--- config.mk ---
export PLATFORM = sky130hd
export DESIGN_NAME = game_controller_flat
export DESIGN_NICKNAME = d
export VERILOG_FILES = /design/src/rtl/game_pkg.sv /design/src/rtl/game_controller_if.sv /design/src/rtl/game_controller_board_evaluator.sv /design/src/rtl/game_controller.sv /design/src/flat_wrapper.sv
export SDC_FILE = /design/constraint.sdc
export NUM_CORES = 1
export LEC_CHECK = 0
export ABC_CLOCK_PERIOD_IN_PS = 3400
export CAP_MARGIN = 30
export CORE_UTILIZATION = 55
export DETAILED_ROUTE_END_ITERATION = 10
export PLACE_DENSITY = 0.87
export SETUP_SLACK_MARGIN = 0.3
export SLEW_MARGIN = 20
export SYNTH_ARGS = -nofsm -noshare
export SYNTH_HDL_FRONTEND = slang
export SYNTH_HIERARCHICAL = 1
export SYNTH_SLANG_ARGS = --single-unit
--- constraint.sdc ---
create_clock -name clk -period 3.4 [get_ports clk]
set_input_delay 0.34 -clock clk [delete_from_list [all_inputs] [get_ports clk]]
set_output_delay 0.34 -clock clk [all_outputs]
set_load 0.01 [all_outputs]
--- src/rtl/game_pkg.sv ---
// Shared tic-tac-toe definitions: cell codes, board layout, FSM states, win-line table.
package game_pkg;
  localparam int NUM_CELLS = 9;
  localparam int NUM_LINES = 8;

  typedef logic [1:0]             cell_t;
  typedef logic [3:0]             pos_t;
  typedef logic [2*NUM_CELLS-1:0] board_t;

  localparam cell_t CELL_EMPTY = 2'd0;
  localparam cell_t CELL_X     = 2'd1;
  localparam cell_t CELL_O     = 2'd2;

  typedef enum logic [2:0] {
    IDLE,
    WAIT_MOVE,
    APPLY,
    CHECK,
    DONE
  } state_t;

  // Ordered by win priority: rows, columns, main diagonal, anti-diagonal.
  localparam pos_t WIN_LINES [NUM_LINES][3] = '{
    '{4'd0, 4'd1, 4'd2},
    '{4'd3, 4'd4, 4'd5},
    '{4'd6, 4'd7, 4'd8},
    '{4'd0, 4'd3, 4'd6},
    '{4'd1, 4'd4, 4'd7},
    '{4'd2, 4'd5, 4'd8},
    '{4'd0, 4'd4, 4'd8},
    '{4'd2, 4'd4, 4'd6}
  };

  function automatic cell_t cell_get(board_t b, pos_t idx);
    cell_t v;
    v = CELL_EMPTY;
    for (int i = 0; i < NUM_CELLS; i++) begin
      if (idx == pos_t'(i)) v = b[2*i +: 2];
    end
    return v;
  endfunction

  function automatic cell_t other_player(cell_t p);
    return (p == CELL_X) ? CELL_O : CELL_X;
  endfunction
endpackage

--- src/rtl/game_controller_if.sv ---
// Move handshake and game-status bundle; master drives moves/start, slave is the controller.
interface game_controller_if;
  logic              start;
  logic              move_valid;
  game_pkg::pos_t    move_pos;
  logic              move_ready;
  logic              move_ack;
  logic              move_err;
  game_pkg::board_t  board;
  game_pkg::cell_t   turn;
  game_pkg::cell_t   winner;
  logic              game_over;
  logic              draw;
  logic              timeout;

  modport master (
    output start, move_valid, move_pos,
    input  move_ready, move_ack, move_err, board, turn, winner, game_over, draw, timeout
  );

  modport slave (
    input  start, move_valid, move_pos,
    output move_ready, move_ack, move_err, board, turn, winner, game_over, draw, timeout
  );
endinterface

--- src/rtl/game_controller_board_evaluator.sv ---
// Combinational board scan: first winning line in priority order, and board-full flag.
// Zero latency; no handshake, outputs follow the board input.
module board_evaluator
  import game_pkg::*;
(
  input  board_t i_board,
  output cell_t  o_winner,
  output logic   o_full
);
  // Scan from the last line down so the lowest-index match is the one that sticks.
  always_comb begin
    o_winner = CELL_EMPTY;
    for (int l = NUM_LINES - 1; l >= 0; l--) begin
      if ((cell_get(i_board, WIN_LINES[l][0]) != CELL_EMPTY) &&
          (cell_get(i_board, WIN_LINES[l][0]) == cell_get(i_board, WIN_LINES[l][1])) &&
          (cell_get(i_board, WIN_LINES[l][0]) == cell_get(i_board, WIN_LINES[l][2]))) begin
        o_winner = cell_get(i_board, WIN_LINES[l][0]);
      end
    end
  end

  always_comb begin
    o_full = 1'b1;
    for (int i = 0; i < NUM_CELLS; i++) begin
      if (i_board[2*i +: 2] == CELL_EMPTY) o_full = 1'b0;
    end
  end
endmodule

--- src/rtl/game_controller.sv ---
// Tic-tac-toe controller: accepted move -> next move_ready after 3 cycles (ack, APPLY, CHECK);
// move_ready only in WAIT_MOVE. Optional turn forfeit when MOVE_TIMEOUT_EN is defined.
module game_controller
  import game_pkg::*;
#(
  parameter int TIMEOUT_CYCLES = 255
) (
  input logic              clk,
  input logic              rst,
  game_controller_if.slave gc
);
  state_t r_state, w_state_nxt;
  board_t r_board, w_board_nxt;
  cell_t  r_turn, w_turn_nxt;
  cell_t  r_winner, w_winner_nxt;
  logic   r_draw, w_draw_nxt;
  pos_t   r_pos, w_pos_nxt;

  logic   w_ready, w_hs, w_legal;
  logic   w_ack, w_err, w_timeout, w_cnt_clr, w_tmo_hit;
  cell_t  w_eval_winner;
  logic   w_eval_full;

  board_evaluator u_eval (
    .i_board  (r_board),
    .o_winner (w_eval_winner),
    .o_full   (w_eval_full)
  );

  assign w_ready = (r_state == WAIT_MOVE);
  assign w_hs    = gc.move_valid && w_ready;
  assign w_legal = (gc.move_pos <= pos_t'(NUM_CELLS - 1)) &&
                   (cell_get(r_board, gc.move_pos) == CELL_EMPTY);

`ifdef MOVE_TIMEOUT_EN
  localparam int CNT_W = $clog2(TIMEOUT_CYCLES + 1);
  logic [CNT_W-1:0] r_cnt;

  // Hit on the idle cycle that would bring the count up to the limit; any handshake wins.
  assign w_tmo_hit = w_ready && !w_hs && (r_cnt == CNT_W'(TIMEOUT_CYCLES - 1));

  always_ff @(posedge clk) begin
    if (rst || w_cnt_clr) r_cnt <= '0;
    else if (w_ready && !w_hs) r_cnt <= r_cnt + 1'b1;
  end
`else
  logic w_unused_cfg;
  assign w_tmo_hit    = 1'b0;
  assign w_unused_cfg = ^{w_cnt_clr, 32'(TIMEOUT_CYCLES)};
`endif

  always_comb begin
    w_state_nxt  = r_state;
    w_board_nxt  = r_board;
    w_turn_nxt   = r_turn;
    w_winner_nxt = r_winner;
    w_draw_nxt   = r_draw;
    w_pos_nxt    = r_pos;
    w_ack        = 1'b0;
    w_err        = 1'b0;
    w_timeout    = 1'b0;
    w_cnt_clr    = 1'b0;

    if (gc.start) begin
      w_state_nxt  = WAIT_MOVE;
      w_board_nxt  = '0;
      w_turn_nxt   = CELL_X;
      w_winner_nxt = CELL_EMPTY;
      w_draw_nxt   = 1'b0;
      w_cnt_clr    = 1'b1;
    end else begin
      case (r_state)
        IDLE: ;
        WAIT_MOVE: begin
          if (w_hs) begin
            if (w_legal) begin
              w_ack       = 1'b1;
              w_pos_nxt   = gc.move_pos;
              w_state_nxt = APPLY;
            end else begin
              w_err = 1'b1;
            end
          end else if (w_tmo_hit) begin
            w_timeout  = 1'b1;
            w_turn_nxt = other_player(r_turn);
            w_cnt_clr  = 1'b1;
          end
        end
        APPLY: begin
          for (int i = 0; i < NUM_CELLS; i++) begin
            if (r_pos == pos_t'(i)) w_board_nxt[2*i +: 2] = r_turn;
          end
          w_state_nxt = CHECK;
        end
        CHECK: begin
          w_winner_nxt = w_eval_winner;
          w_draw_nxt   = w_eval_full && (w_eval_winner == CELL_EMPTY);
          if ((w_eval_winner != CELL_EMPTY) || w_eval_full) begin
            w_state_nxt = DONE;
          end else begin
            w_turn_nxt  = other_player(r_turn);
            w_state_nxt = WAIT_MOVE;
            w_cnt_clr   = 1'b1;
          end
        end
        DONE: ;
        default: w_state_nxt = IDLE;
      endcase
    end
  end

  always_ff @(posedge clk) begin
    if (rst) begin
      r_state  <= IDLE;
      r_board  <= '0;
      r_turn   <= CELL_EMPTY;
      r_winner <= CELL_EMPTY;
      r_draw   <= 1'b0;
      r_pos    <= '0;
    end else begin
      r_state  <= w_state_nxt;
      r_board  <= w_board_nxt;
      r_turn   <= w_turn_nxt;
      r_winner <= w_winner_nxt;
      r_draw   <= w_draw_nxt;
      r_pos    <= w_pos_nxt;
    end
  end

  assign gc.move_ready = w_ready;
  assign gc.move_ack   = w_ack && !rst;
  assign gc.move_err   = w_err && !rst;
  assign gc.timeout    = w_timeout && !rst;
  assign gc.board      = r_board;
  assign gc.turn       = w_ready ? r_turn : CELL_EMPTY;
  assign gc.winner     = r_winner;
  assign gc.game_over  = (r_state == DONE);
  assign gc.draw       = r_draw;
endmodule

--- src/flat_wrapper.sv ---
// flat-port wrapper written by rule: the top's interface ports become plain ports
module game_controller_flat import game_pkg::*;
#(
  parameter int TIMEOUT_CYCLES = 255
)
  (clk, rst, gc_start, gc_move_valid, gc_move_pos, gc_move_ready, gc_move_ack, gc_move_err, gc_board, gc_turn, gc_winner, gc_game_over, gc_draw, gc_timeout);
  game_controller_if gc_i ();
  input logic clk;
  input logic rst;
  input wire logic [$bits(gc_i.start)-1:0] gc_start;
  input wire logic [$bits(gc_i.move_valid)-1:0] gc_move_valid;
  input wire logic [$bits(gc_i.move_pos)-1:0] gc_move_pos;
  output wire logic [$bits(gc_i.move_ready)-1:0] gc_move_ready;
  output wire logic [$bits(gc_i.move_ack)-1:0] gc_move_ack;
  output wire logic [$bits(gc_i.move_err)-1:0] gc_move_err;
  output wire logic [$bits(gc_i.board)-1:0] gc_board;
  output wire logic [$bits(gc_i.turn)-1:0] gc_turn;
  output wire logic [$bits(gc_i.winner)-1:0] gc_winner;
  output wire logic [$bits(gc_i.game_over)-1:0] gc_game_over;
  output wire logic [$bits(gc_i.draw)-1:0] gc_draw;
  output wire logic [$bits(gc_i.timeout)-1:0] gc_timeout;
  assign gc_i.start = gc_start;
  assign gc_i.move_valid = gc_move_valid;
  assign gc_i.move_pos = gc_move_pos;
  assign gc_move_ready = gc_i.move_ready;
  assign gc_move_ack = gc_i.move_ack;
  assign gc_move_err = gc_i.move_err;
  assign gc_board = gc_i.board;
  assign gc_turn = gc_i.turn;
  assign gc_winner = gc_i.winner;
  assign gc_game_over = gc_i.game_over;
  assign gc_draw = gc_i.draw;
  assign gc_timeout = gc_i.timeout;
  game_controller #(.TIMEOUT_CYCLES(TIMEOUT_CYCLES)) u_core (.clk(clk), .rst(rst), .gc(gc_i));
endmodule
Yosys cells after proc, flatten, opt, wreduce, memory -nomap -nowiden

Index checks and enable logic that the tools add are counted.

Input bits: 8
Word-level logic and storage cells: 167
Memory bits (writable): 0
Memories kept: 0
Bits in latches: 0
Bits in read-only memories: 0
Flip-flop bits (word level): 30
Output and inout port bits: 28

Div/mod/pow operators: 0
Multiplexer cells: 44
Add/subtract/negate cells: 0
$mul: 0
Shift operators: 0
Reductions and logical operators: 60
Magnitude comparators: 1
Equal/unequal tests: 43
Bitwise logic cells: 3

Operators with widths:

| operator                                                              | number |
|---|---|
| 2-bit two-way mux                                                     | 19 |
| 2-bit equality test                                                   | 16 |
| 4-bit by 3-bit equality test with 1-bit output, second input constant | 8 |
| 2-bit logical NOT                                                     | 11 |
| 2-bit AND reduction                                                   | 11 |
| 1-bit logical AND                                                     | 21 |
| 1-bit two-way mux                                                     | 21 |
| 4-bit by 2-bit equality test with 1-bit output, second input constant | 4 |
| 2-bit nonzero test                                                    | 7 |
| 3-bit case mux with 4 select lines                                    | 1 |
| 3-bit two-way mux                                                     | 3 |
| 4-bit by 1-bit equality test with 1-bit output, second input constant | 2 |
| 4-bit equality test, second input constant                            | 2 |
| 4-bit logical NOT                                                     | 2 |
| 3-bit by 2-bit equality test with 1-bit output, second input constant | 2 |
| 2-bit != test, second input constant                                  | 3 |
| 3-bit != test, second input constant                                  | 2 |
| 3-bit AND reduction                                                   | 2 |
| 4-bit less-or-equal comparator, second input constant                 | 1 |
| 4-bit AND reduction                                                   | 1 |
| 2-bit OR reduction                                                    | 2 |
| 3-bit by 1-bit equality test with 1-bit output, second input constant | 1 |
| 3-bit equality test, second input constant                            | 1 |
| 3-bit logical NOT                                                     | 1 |
| other kinds (5)                                                       | 7 |

Longest topological paths before layout

Depth in word-level cells: 17
Mapped depth: 11
Mapped depth without buffers: 10

Hierarchy

Netlist, hierarchy kept.

Modules (own cells, without submodules):

| module          | instances | area each (um^2) | sequential area each (um^2) | cells an instance |
|---|---|---|---|---|
| game_controller | 1         | 1522.7           | 600.6                       | 175 |
| board_evaluator | 1         | 566.8            | 0.0                         | 83 |

Least setup slack after synthesis

Ideal clock, no wire load.

Path kind: register -> register
Start: register u_core.r_board[12] (netlist: u_core/gc.board[12])
End: register u_core.r_turn[1]
Cell stages (with the launch flop): 10
Library setup time: 0.123 ns
Path slack: 1.008 ns
Arrival time: 2.269 ns
Required time: 3.277 ns
Buffers on the path: 1
Clock period less this slack: 2.392 ns
Path through: dfxtp_1 > buf_2 > or3_2 > nor2_1 > or4_1 > a311oi_1 > o31ai_1 > or3_1 > o21ai_0 > a21oi_1

Word-level cells in the longest chain between the ends: 14
Elaborated cells on any way between the ends: 25
Those cells by class: eq/ne (4); mux (11); bitwise (1); reduce/logical (9)

Ends and longest elaborated chain:

| what                                | line                                  | RTL |
|---|---|---|
| start, declared                     | game_controller.sv:13                 | `board_t r_board, w_board_nxt;` |
| start signal, assigned              | game_controller.sv:122                | `r_board <= w_board_nxt;` |
| 2-bit equality test                 | game_controller_board_evaluator.sv:16 | `(cell_get(i_board, WIN_LINES[l][0]) == cell_get(i_board, WIN_LINES[l][2]))) begin` |
| 1-bit logical AND                   | game_controller_board_evaluator.sv:15 | `(cell_get(i_board, WIN_LINES[l][0]) == cell_get(i_board, WIN_LINES[l][1])) &&` |
| 2-bit two-way mux (5 in series)     | game_controller_board_evaluator.sv:14 | `if ((cell_get(i_board, WIN_LINES[l][0]) != CELL_EMPTY) &&` |
| 2-bit two-way mux (*) (3 in series) | game_controller_board_evaluator.sv:14 |  |
| named net u_core.w_eval_winner[0]   | game_controller.sv:21                 | `cell_t w_eval_winner;` |
| 2-bit nonzero test (*)              | game_controller.sv:98                 | `if ((w_eval_winner != CELL_EMPTY) \|\| w_eval_full) begin` |
| 1-bit logical OR (*)                | game_controller.sv:98                 |  |
| 1-bit inverter (no line) (*)        | --                                    |  |
| 2-bit AND reduction (no line) (*)   | --                                    |  |
| end signal, assigned                | game_controller.sv:123                | `r_turn <= w_turn_nxt;` |
| end, declared                       | game_controller.sv:14                 | `cell_t r_turn, w_turn_nxt;` |

Mark *: on every way through the listed nets, which the timed path passes. The rest lies on a longest branch.
A chain may end at the register's enable or synchronous reset.

Final worst setup path

Start: input gc_move_pos[1]
End: output gc_move_ack

Word-level cells in the longest chain between the ends: 17
Elaborated cells on any way between the ends: 26
Those cells by class: order compare (1); eq/ne (8); mux (13); reduce/logical (4)

Ends and longest elaborated chain:

| what                            | line                   | RTL |
|---|---|---|
| start, declared                 | flat_wrapper.sv:12     | `input wire logic [$bits(gc_i.move_pos)-1:0] gc_move_pos;` |
| 4-bit logical NOT               | game_pkg.sv:38         | `if (idx == pos_t'(i)) v = b[2*i +: 2];` |
| 2-bit two-way mux (9 in series) | game_pkg.sv:38         |  |
| 2-bit logical NOT               | game_controller.sv:33  | `(cell_get(r_board, gc.move_pos) == CELL_EMPTY);` |
| 1-bit logical AND (*)           | game_controller.sv:32  | `assign w_legal = (gc.move_pos <= pos_t'(NUM_CELLS - 1)) &&` |
| 1-bit two-way mux (*)           | game_controller.sv:76  | `if (w_legal) begin` |
| 1-bit two-way mux (*)           | game_controller.sv:75  | `if (w_hs) begin` |
| 1-bit two-way mux (*)           | game_controller.sv:72  | `case (r_state)` |
| 1-bit two-way mux (*)           | game_controller.sv:64  | `if (gc.start) begin` |
| 1-bit logical AND (*)           | game_controller.sv:131 | `assign gc.move_ack = w_ack && !rst;` |
| end, declared                   | flat_wrapper.sv:14     | `output wire logic [$bits(gc_i.move_ack)-1:0] gc_move_ack;` |

Mark *: on every way between the ends. The rest lies on a longest branch, timed or not.

==> metrics.md <==
| Metric | Value |
|---|---|
| Status | `finished, final reports clean` |
| Syn Area/Cell | `8.10 um2` |
| Total congestion overflow | `0` |
| CP Launch Type | `primary input` |
| Post-layout min period | `3.02 ns` |
| Hold path start | `u_core/gc.winner[1]` |
| Slew margin rel. | `0.584` |
| Initial Util | `0.571` |
| CTS buffer count | `5` |
| Max-slew violations | `0` |
| Vias in the first global route | `1872` |
| Final wirelength | `5600 um` |
| Cell taking the most area after synthesis | `dfxtp_1` |
| Vias | `2158` |
| Final Hold Violating Endpoints | `0` |
| RR Startpoint | `u_core/gc.board[12]` |
| Synth warn | `6` |
| FILL cells | `305` |
| CTS tree | `built` |
| Die ar. | `0.00405 mm2` |
| Maxcap violations | `0` |
| Final WS setup | `0.384 ns` |
| Final ANT Viol Nets | `0` |
| Unrepaired setup endpoints after global routing | `true` |
| PwrDens | `306 mW/mm2` |
| Clock root buffer | `clkbuf_8` |
| Tightest Hold Check Type | `reg2reg` |
| Post-route clock period utilization | `0.887` |
| Post-synth top cells | `dfxtp_1 (30), nor2_1 (28), a21oi_1 (19)` |
| Total power | `767 uW` |
| Sum Neg Setup Slack | `0 ns` |
| Die Span Y | `63.6 um` |
| First-pass GRT wire length | `8890 um` |
| CP Max Fanout | `9` |
| Ys async rst share | `0` |
| Hold-critical path depth | `2` |
| VDD IR max | `302 uV` |
| N_diodes | `0` |
| Worst skew pair latency | `0.28 ns` |
| IO Port Bufs | `34` |
| Mapped Nets | `266` |
| Clock Path Buffers | `2` |
| Worst Path Required | `3.06 ns` |
| DP Wirelength | `3740 um` |
| CTS sink count | `30` |
| Place WS | `0.232 ns` |
| Site row count | `22` |
| DR pass1 iterations | `5` |
| Synth top area share | `0.287` |
| Crit. End Element | `output port` |
| Layout cells sized above 1 | `0.0877` |
| Width of the die | `63.6 um` |
| Reg2reg path depth | `10` |
| Non-Filler Instances | `333` |
| Utilization after layout | `0.685` |
| Largest net degree at the start of global routing | `25` |
| Clock skew | `0.00395 ns` |
| F_max | `332 MHz` |
| Pleak | `0.000898 uW` |
| Post-synthesis sequential area ratio | `0.287` |
| Initial antenna violation count | `0` |
| Detailed Route Iter0 Violations | `227` |
| Final setup violation count | `0` |
| Worst reg2reg setup slack | `0.59 ns` |
| Vias/cell | `6.48` |
| EDFF count, synth | `0` |
| Clock slew at reported path FFs | `0.06 ns` |
| Most frequent cell after synthesis | `dfxtp_1` |
| GPL Wtd Cong | `0.866` |
| Ys flop type | `dfxtp_1` |
| R2R Path End | `u_core/r_state[0]` |
| H-Tree Depth | `2` |
| Routed wire per std cell | `16.8 um` |
| Crit path kind | `in2out` |
| Hold EP | `u_core/gc.winner[1]` |
| Worst slew pin tran | `0.623 ns` |
| GRT Total Usage | `0.280` |
| Cells after Synth | `258` |
| Post-synthesis instance area | `0.00209 mm2` |
| Largest cells by area after synthesis | `dfxtp_1 (29%), mux2i_1 (8.6%), nor2_1 (5.0%)` |
| Nets | `292` |
| Netlist cell types | `54` |
| #FFs+latches synth | `30` |
| Dpl cells | `325` |
| Remaining DRCs | `0` |
| Hold-fix buffers at CTS | `0` |
| Io pins | `36` |
| Syn-to-layout area delta | `19.9%` |
| Critical Path AT | `2.68 ns` |
| Core Area | `0.00366 mm2` |
[registers in the layout, summed over array words and instances (netlist names)]
register and cells:
u_core/r_pos 4, u_core/r_state 3, u_core/gc.draw 1, u_core/gc.board 18
u_core/gc.winner 2, u_core/r_turn 2
[cell usage in the layout, fill, tap and decap left out, types with 5 or more instances in the layout]
cell             count
nand2_1             14
nor2_1              28
nand3_1             14
dfxtp_1             29
nor3b_1              5
clkdlybuf4s50_1     32
nand2b_1            10
clkbuf_8             5
nor3_1              12
nor2b_1              6
o2111ai_1            6
mux2i_1             18
or3_1                8
nand4b_1             5
a21oi_1             19
[cells by family after synthesis]
family / synth area share
AOI/OAI and AO/OA: 0.190
buffers and inverters: 0.0587
DFF: 0.287
muxes: 0.0862
other: 0.00179
and+or+nand+nor: 0.375
[what timing repair did]
action / CTS / global route
cloned: 0 / 0
gates resized for setup: 2 / 2
buffers inserted: 0 / 0
endpoints found under the setup margin: 1 / 2
pin swaps: 0 / 0
[report_power, final]
part / leakage [uW] / switching (uW) / internal (uW)
Combinational: 0.000597 / 28.1 / 24.4
Clock: 0.0000579 / 137 / 215
Sequential: 0.000243 / 7.37 / 354
[per-layer routing]
metal	vias to the layer above	wire (um)	global-route usage
li1	1019	-	-
met1	1024	2450	0.340
met2	108	2710	0.467
met3	7	378	0.0670
met4	0	52	0.116
met5	-	0	0
[critical path, stage by stage]
cell and delay (ns):
clkdlybuf4s50_1 0.54, nor3_1 0.22, o32ai_1 0.13, or4_1 0.51
a21oi_4 0.26, and2b_1 0.15, clkdlybuf4s50_1 0.52
[cell type report]
cell class,instances,area [um2],area share
Sequential cell,30,602,0.240
Clock inverter,3,40.0,0.0160
Multi-Input combinational cell,208,1370,0.547
Timing Repair Buffer,36,353,0.141
Clock buffer,5,68.8,0.0275
Inverter,3,11.3,0.00449
Tap cell,48,60.1,0.0240
[metrics by stage]
step	area (um2)	hold slack [ns]
after global routing	2510	0.487
after global placement	2390	0.451
after floorplan	2090	0.456
final	2510	0.472
after detailed placement	2390	0.458
after CTS	2500	0.471
[worst max path at each step]
stage | from | end | slack [ns] | cells past startpoint
final | gc_move_pos[1] | gc_move_ack | 0.38 | 7
after global placement | gc_move_pos[0] | gc_move_ack | 0.28 | 7
after global routing | gc_move_pos[1] | gc_move_ack | 0.29 | 7
after detailed placement | gc_move_pos[0] | gc_move_ack | 0.23 | 7
after floorplan | u_core/gc.board[12] | u_core/r_turn[1] | 1.01 | 9
after CTS | u_core/gc.board[17] | gc_move_ack | 0.38 | 6
No activity file was read; power rests on OpenSTA's default activity.
